==> config.mk <==
export PLATFORM = sky130hd
export DESIGN_NAME = alsu
export DESIGN_NICKNAME = d
export VERILOG_FILES = /design/src/rtl/alsu_pkg.sv /design/src/rtl/alsu_datapath.sv /design/src/rtl/alsu.sv
export SDC_FILE = /design/constraint.sdc
export NUM_CORES = 1
export LEC_CHECK = 0
export CAP_MARGIN = 20
export CELL_PAD_IN_SITES_DETAIL_PLACEMENT = 1
export CELL_PAD_IN_SITES_GLOBAL_PLACEMENT = 1
export CORE_ASPECT_RATIO = 0.9
export CORE_UTILIZATION = 40
export DETAILED_ROUTE_END_ITERATION = 12
export PLACE_DENSITY_LB_ADDON = 0.3
export SLEW_MARGIN = 20
export SYNTH_ARGS = -nofsm -noshare
export SYNTH_HDL_FRONTEND = slang
export SYNTH_HIERARCHICAL = 1
export SYNTH_SLANG_ARGS = --single-unit
==> constraint.sdc <==
create_clock -name clk -period 2.4 [get_ports clk]
set_input_delay 0.36 -clock clk [delete_from_list [all_inputs] [get_ports clk]]
set_output_delay 0.36 -clock clk [all_outputs]
set_load 0.005 [all_outputs]
==> src/rtl/alsu_pkg.sv <==
// Shared opcodes, widths and helpers for the alsu board-level arithmetic/logic/shift unit.
package alsu_pkg;

    localparam int IN_W  = 3;
    localparam int OUT_W = 6;
    localparam int LED_W = 16;

    localparam logic [2:0] OP_AND    = 3'b000;
    localparam logic [2:0] OP_XOR    = 3'b001;
    localparam logic [2:0] OP_ADD    = 3'b010;
    localparam logic [2:0] OP_MUL    = 3'b011;
    localparam logic [2:0] OP_SHIFT  = 3'b100;
    localparam logic [2:0] OP_ROTATE = 3'b101;

    function automatic logic [OUT_W-1:0] zext(input logic [IN_W-1:0] v);
        return {{(OUT_W-IN_W){1'b0}}, v};
    endfunction

    function automatic logic [OUT_W-1:0] zext1(input logic v);
        return {{(OUT_W-1){1'b0}}, v};
    endfunction

endpackage

==> src/rtl/alsu_datapath.sv <==
// Combinational core of alsu: computes the next registered result and the invalid
// condition from the stage-1 registers and the current out value.
module alsu_datapath
    import alsu_pkg::*;
#(
    parameter bit PRIO_A  = 1'b1,
    parameter bit USE_CIN = 1'b1
) (
    input  logic [IN_W-1:0]  a,
    input  logic [IN_W-1:0]  b,
    input  logic             cin,
    input  logic             serial_in,
    input  logic             red_op_a,
    input  logic             red_op_b,
    input  logic [2:0]       opcode,
    input  logic             bypass_a,
    input  logic             bypass_b,
    input  logic             direction,
    input  logic [OUT_W-1:0] cur_out,
    output logic [OUT_W-1:0] next_out,
    output logic             invalid
);

    logic red_any;
    logic red_use_a;

    assign red_any   = red_op_a | red_op_b;
    // With both reduction flags set the priority operand wins.
    assign red_use_a = (red_op_a & red_op_b) ? PRIO_A : red_op_a;
    assign invalid   = (opcode[2:1] == 2'b11) || (red_any && (opcode[2:1] != 2'b00));

    always_comb begin
        // NOTE: next_out gets a default before any branch so no path can infer a latch.
        next_out = '0;
        if (bypass_a && bypass_b) begin
            next_out = PRIO_A ? zext(a) : zext(b);
        end else if (bypass_a) begin
            next_out = zext(a);
        end else if (bypass_b) begin
            next_out = zext(b);
        end else if (!invalid) begin
            unique case (opcode)
                OP_AND: begin
                    if (red_any) next_out = red_use_a ? zext1(&a) : zext1(&b);
                    else         next_out = zext(a & b);
                end
                OP_XOR: begin
                    if (red_any) next_out = red_use_a ? zext1(^a) : zext1(^b);
                    else         next_out = zext(a ^ b);
                end
                OP_ADD:    next_out = zext(a) + zext(b) + zext1(cin & USE_CIN);
                OP_MUL:    next_out = zext(a) * zext(b);
                OP_SHIFT:  next_out = direction ? {cur_out[OUT_W-2:0], serial_in}
                                                : {serial_in, cur_out[OUT_W-1:1]};
                OP_ROTATE: next_out = direction ? {cur_out[OUT_W-2:0], cur_out[OUT_W-1]}
                                                : {cur_out[0], cur_out[OUT_W-1:1]};
                default:   next_out = '0;
            endcase
        end
    end

endmodule

==> src/rtl/alsu.sv <==
// alsu top: stage-1 input registers, stage-2 result/LED registers around alsu_datapath.
// Optional port `invalid` is added when ALSU_INVALID_FLAG_EN is defined.
module alsu
    import alsu_pkg::*;
#(
    parameter INPUT_PRIORITY = "A",
    parameter FULL_ADDER     = "ON"
) (
    input  logic             clk,
    input  logic             rst,
    input  logic [IN_W-1:0]  A,
    input  logic [IN_W-1:0]  B,
    input  logic             cin,
    input  logic             serial_in,
    input  logic             red_op_A,
    input  logic             red_op_B,
    input  logic [2:0]       opcode,
    input  logic             bypass_A,
    input  logic             bypass_B,
    input  logic             direction,
    output logic [LED_W-1:0] leds,
    output logic [OUT_W-1:0] out
`ifdef ALSU_INVALID_FLAG_EN
    ,
    output logic             invalid
`endif
);

    localparam bit PRIO_A  = (INPUT_PRIORITY == "A");
    localparam bit USE_CIN = (FULL_ADDER == "ON") || (FULL_ADDER == "on");

    logic [IN_W-1:0]  a_q, b_q;
    logic             cin_q, serial_in_q, red_op_a_q, red_op_b_q;
    logic             bypass_a_q, bypass_b_q, direction_q;
    logic [2:0]       opcode_q;
    logic [OUT_W-1:0] next_out;
    logic             invalid_c;

    always_ff @(posedge clk or posedge rst) begin
        if (rst) begin
            a_q         <= '0;
            b_q         <= '0;
            cin_q       <= 1'b0;
            serial_in_q <= 1'b0;
            red_op_a_q  <= 1'b0;
            red_op_b_q  <= 1'b0;
            opcode_q    <= '0;
            bypass_a_q  <= 1'b0;
            bypass_b_q  <= 1'b0;
            direction_q <= 1'b0;
        end else begin
            // NOTE: sequential state uses non-blocking assignments so every register samples pre-edge values.
            a_q         <= A;
            b_q         <= B;
            cin_q       <= cin;
            serial_in_q <= serial_in;
            red_op_a_q  <= red_op_A;
            red_op_b_q  <= red_op_B;
            opcode_q    <= opcode;
            bypass_a_q  <= bypass_A;
            bypass_b_q  <= bypass_B;
            direction_q <= direction;
        end
    end

    alsu_datapath #(
        .PRIO_A  (PRIO_A),
        .USE_CIN (USE_CIN)
    ) u_datapath (
        .a         (a_q),
        .b         (b_q),
        .cin       (cin_q),
        .serial_in (serial_in_q),
        .red_op_a  (red_op_a_q),
        .red_op_b  (red_op_b_q),
        .opcode    (opcode_q),
        .bypass_a  (bypass_a_q),
        .bypass_b  (bypass_b_q),
        .direction (direction_q),
        .cur_out   (out),
        .next_out  (next_out),
        .invalid   (invalid_c)
    );

    // The LED bank blinks by inverting itself each cycle the request stays invalid.
    always_ff @(posedge clk or posedge rst) begin
        if (rst) begin
            out  <= '0;
            leds <= '0;
        end else begin
            out  <= next_out;
            leds <= invalid_c ? ~leds : '0;
        end
    end

`ifdef ALSU_INVALID_FLAG_EN
    always_ff @(posedge clk or posedge rst) begin
        if (rst) invalid <= 1'b0;
        else     invalid <= invalid_c;
    end
`endif

endmodule

==> flow_summary.json <==
{
  "outcome": "finished, final reports clean",
  "rows": 23,
  "p_total_w": 0.001460,
  "synth_nets": 186,
  "clk_latency_ns": 0.28,
  "syn-instance-count": 153,
  "ant_nets": 0,
  "finalHoldViolCount": 0,
  "place_ws_ns": 0.04108,
  "powerDensity_nw_per_um2": 590.4,
  "die_x_um": 74.73,
  "muxShareOfSynthArea": 0.04402,
  "hold_class": "reg2reg",
  "wire_per_inst_um": 15.79,
  "synth-edff-count": 0,
  "vias": 1297,
  "synth_top_family_by_area": "simple AND/OR/NAND/NOR gates",
  "core-area_sq_um": 4518,
  "grt_use_total": 0.1913,
  "endpoint": "out[4]",
  "final_net_count": 233,
  "drtIter0Drc": 62,
  "p_sw_w": 0.0003627,
  "reg2reg_from": "a_q[1]",
  "irDropWorstVdd_v": 0.0003556,
  "cp.arrival_ns": 2.45,
  "tightest_slew_ns": 0.9430,
  "clock-root-buffer": "clkbuf_8",
  "yosysSeqAreaShare": 0.4993,
  "endpoint_kind": "flip-flop",
  "drc": 0,
  "via_per_inst": 4.969,
  "tritoncts": "done",
  "grt_pass1_vias": 1482,
  "initial_core_util": 0.4215,
  "synthesis.area_sq_um": 1904,
  "synth_area_leaders": "dfrtp_1 (50%), ha_1 (7.9%), nor2b_4 (7.2%), fa_1 (3.2%), mux2i_1 (2.6%)",
  "path_max_fanout": 4,
  "required_ns": 2.61,
  "setup_viol": 0,
  "period_needed_ns": 2.245,
  "relSlewSlack": 0.3690,
  "setup_slack_ns": 0.1548,
  "fill_cells": 483,
  "clkPwrFrac": 0.286,
  "clockBufferDepth": 2,
  "die_h_um": 67.46,
  "drive_gt1_frac": 0.1759,
  "ctsHoldBuffers": 0,
  "regToRegEndpoint": "out[4]",
  "r2r_slack_ns": 0.15,
  "synth_top_area_cell": "dfrtp_1",
  "skew_ns": 0.004928,
  "cts-buffers-inserted": 5,
  "r2r_cells": 8,
  "seqPwrFrac": 0.515,
  "yosysTopAreaCellShare": 0.4993,
  "synth_fa_ha_area_frac": 0.1104,
  "synthArstFlopShare": 1.000,
  "rsz0062_at_grt": "false",
  "path_class": "reg2reg",
  "port-buffer-count": 39,
  "synth_compound_area_frac": 0.1222,
  "fmax_ghz": 0.4454,
  "grt_max_degree": 39,
  "slew_viol_final": 0,
  "p_int_w": 0.001098,
  "switching_share": 0.2483,
  "ys.flop_type": "dfrtp_1",
  "drt_wl_total_um": 4120,
  "syn_avg_cell_area_sq_um": 12.45,
  "synthXorXnorAreaFrac": 0.01840,
  "clkSlewWorstSetupHoldPaths_ns": 0.07,
  "combinationalPowerShare": 0.199,
  "overflow": 0,
  "holdWs_ns": 0.4257,
  "critPathLaunchType": "flip-flop",
  "leakage_nw": 1.109,
  "first_pass_iters": 4,
  "ys_types": 43,
  "numClockSinks": 38,
  "synth_simple_gate_area_frac": 0.1813,
  "multi_input_area_sq_um": 917.1,
  "crit_path_start": "a_q[1]",
  "dp_hpwl_um": 3244,
  "area.sequential_sq_um": 953.4,
  "diodes": 0,
  "synth_seq_cells": 38,
  "yosys.cell_count.top_type": "dfrtp_1",
  "place.gp.congestion": 0.8192,
  "maxCapViolCount": 0,
  "die_area_sq_um": 5041,
  "grt_first_pass_wirelength_um": 6927,
  "cts_max_level": 2,
  "synth_common_cells": "dfrtp_1 (38), ha_1 (12), nor2b_4 (10)",
  "antenna_found_initial": 0,
  "fin_setup_tns_ns": 0,
  "min_period_over_period": 0.9355,
  "io_pins": 40,
  "yosys_warnings": 6,
  "syn2layout_area_growth_pct": 29.89,
  "timing.hold.worst_path_depth": 1
}
==> worst min-delay path by stage <==
stage / from / end / slack, ns
floorplan: A[0] / a_q[0] / 0.39
CTS: leds[13] / leds[13] / 0.43
detailed placement: leds[13] / leds[13] / 0.42
global route: leds[13] / leds[13] / 0.44
finish: leds[13] / leds[13] / 0.43
global placement: leds[0] / leds[0] / 0.41
==> layer usage <==
metal / routed length (um) / GRT usage
met1: 1836 / 0.2366
met4: 41 / 0.06604
met5: 0 / 0
met2: 2087 / 0.3255
met3: 155 / 0.04776
==> power by group through the flow <==
stage	Clock (W)	Combinational [W]	Sequential, W
final	0.000417	0.000291	0.000752
after global routing	0.000466	0.000324	0.000760
after CTS	0.000439	0.000294	0.000754
after detailed placement	0	0.000291	0.000766
after global placement	0	0.000279	0.000760
after floorplan	0	0.000147	0.000756
==> what timing repair did <==
action / in CTS / in global routing
setup buffers: 0 / 1
gates resized for setup: 0 / 4
endpoints found under the setup margin: 0 / 3
==> registers in the layout (all words and copies together) (netlist names) <==
name / flops
bypass_b_q: 1
red_op_b_q: 1
a_q: 3
opcode_q: 3
leds: 16
red_op_a_q: 1
bypass_a_q: 1
direction_q: 1
serial_in_q: 1
out: 6
b_q: 3
cin_q: 1
==> cell usage in the layout (no fill, tap or decap), types with 2 or more instances in the layout <==
cell | synthesis | routed
o211ai_1 | 2 | 2
fa_1 | 3 | 3
nand2_1 | 5 | 5
xnor2_1 | 3 | 2
clkdlybuf4s50_1 | 0 | 39
nor2b_4 | 10 | 10
dfrtp_2 | 0 | 2
clkbuf_8 | 0 | 6
a211o_1 | 2 | 2
o22ai_1 | 2 | 2
and2_1 | 5 | 5
inv_1 | 5 | 5
nand2b_1 | 3 | 3
a211oi_1 | 3 | 3
nor2_1 | 9 | 9
a21o_1 | 2 | 2
buf_4 | 1 | 4
a21oi_1 | 7 | 7
mux2_2 | 2 | 2
mux2i_1 | 5 | 5
ha_1 | 12 | 11
nor2b_1 | 8 | 8
o21ai_1 | 4 | 4
dfrtp_1 | 38 | 36
==> stage by stage <==
stage | cell area (sq um) | util | cells
floorplan | 1904 | - | 153
global placement | 2371 | 0.5248 | 254
detailed placement | 2371 | 0.5248 | 254
CTS | 2454 | 0.5431 | 260
global route | 2474 | 0.5475 | 261
finish | 2474 | 0.5475 | 261
==> worst max-delay path: stages (launching register included) <==
cell	delay, ns
dfrtp_2	0.43
ha_2	0.22
xnor2_2	0.13
ha_1	0.28
ha_1	0.23
fa_1	0.38
xnor2_1	0.14
o32a_1	0.28
nor2_1	0.09
==> cells by family after synthesis <==
family | count (synthesis)
flip-flops | 38
buffers and inverters | 9
AO/OA/AOI/OAI | 32
AND/OR/NAND/NOR | 47
multiplexers | 8
XOR/XNOR | 4
adder cells (fa/ha/maj) | 15
==> cell type report <==
type,instances,area share
flip-flops and latches,38,0.3854
clock buffers,6,0.03338
repair buffers,43,0.1700
well taps,62,0.03136
inverters,6,0.009105
multi-input cells,106,0.3708
Power figures use the tool's default switching activity.
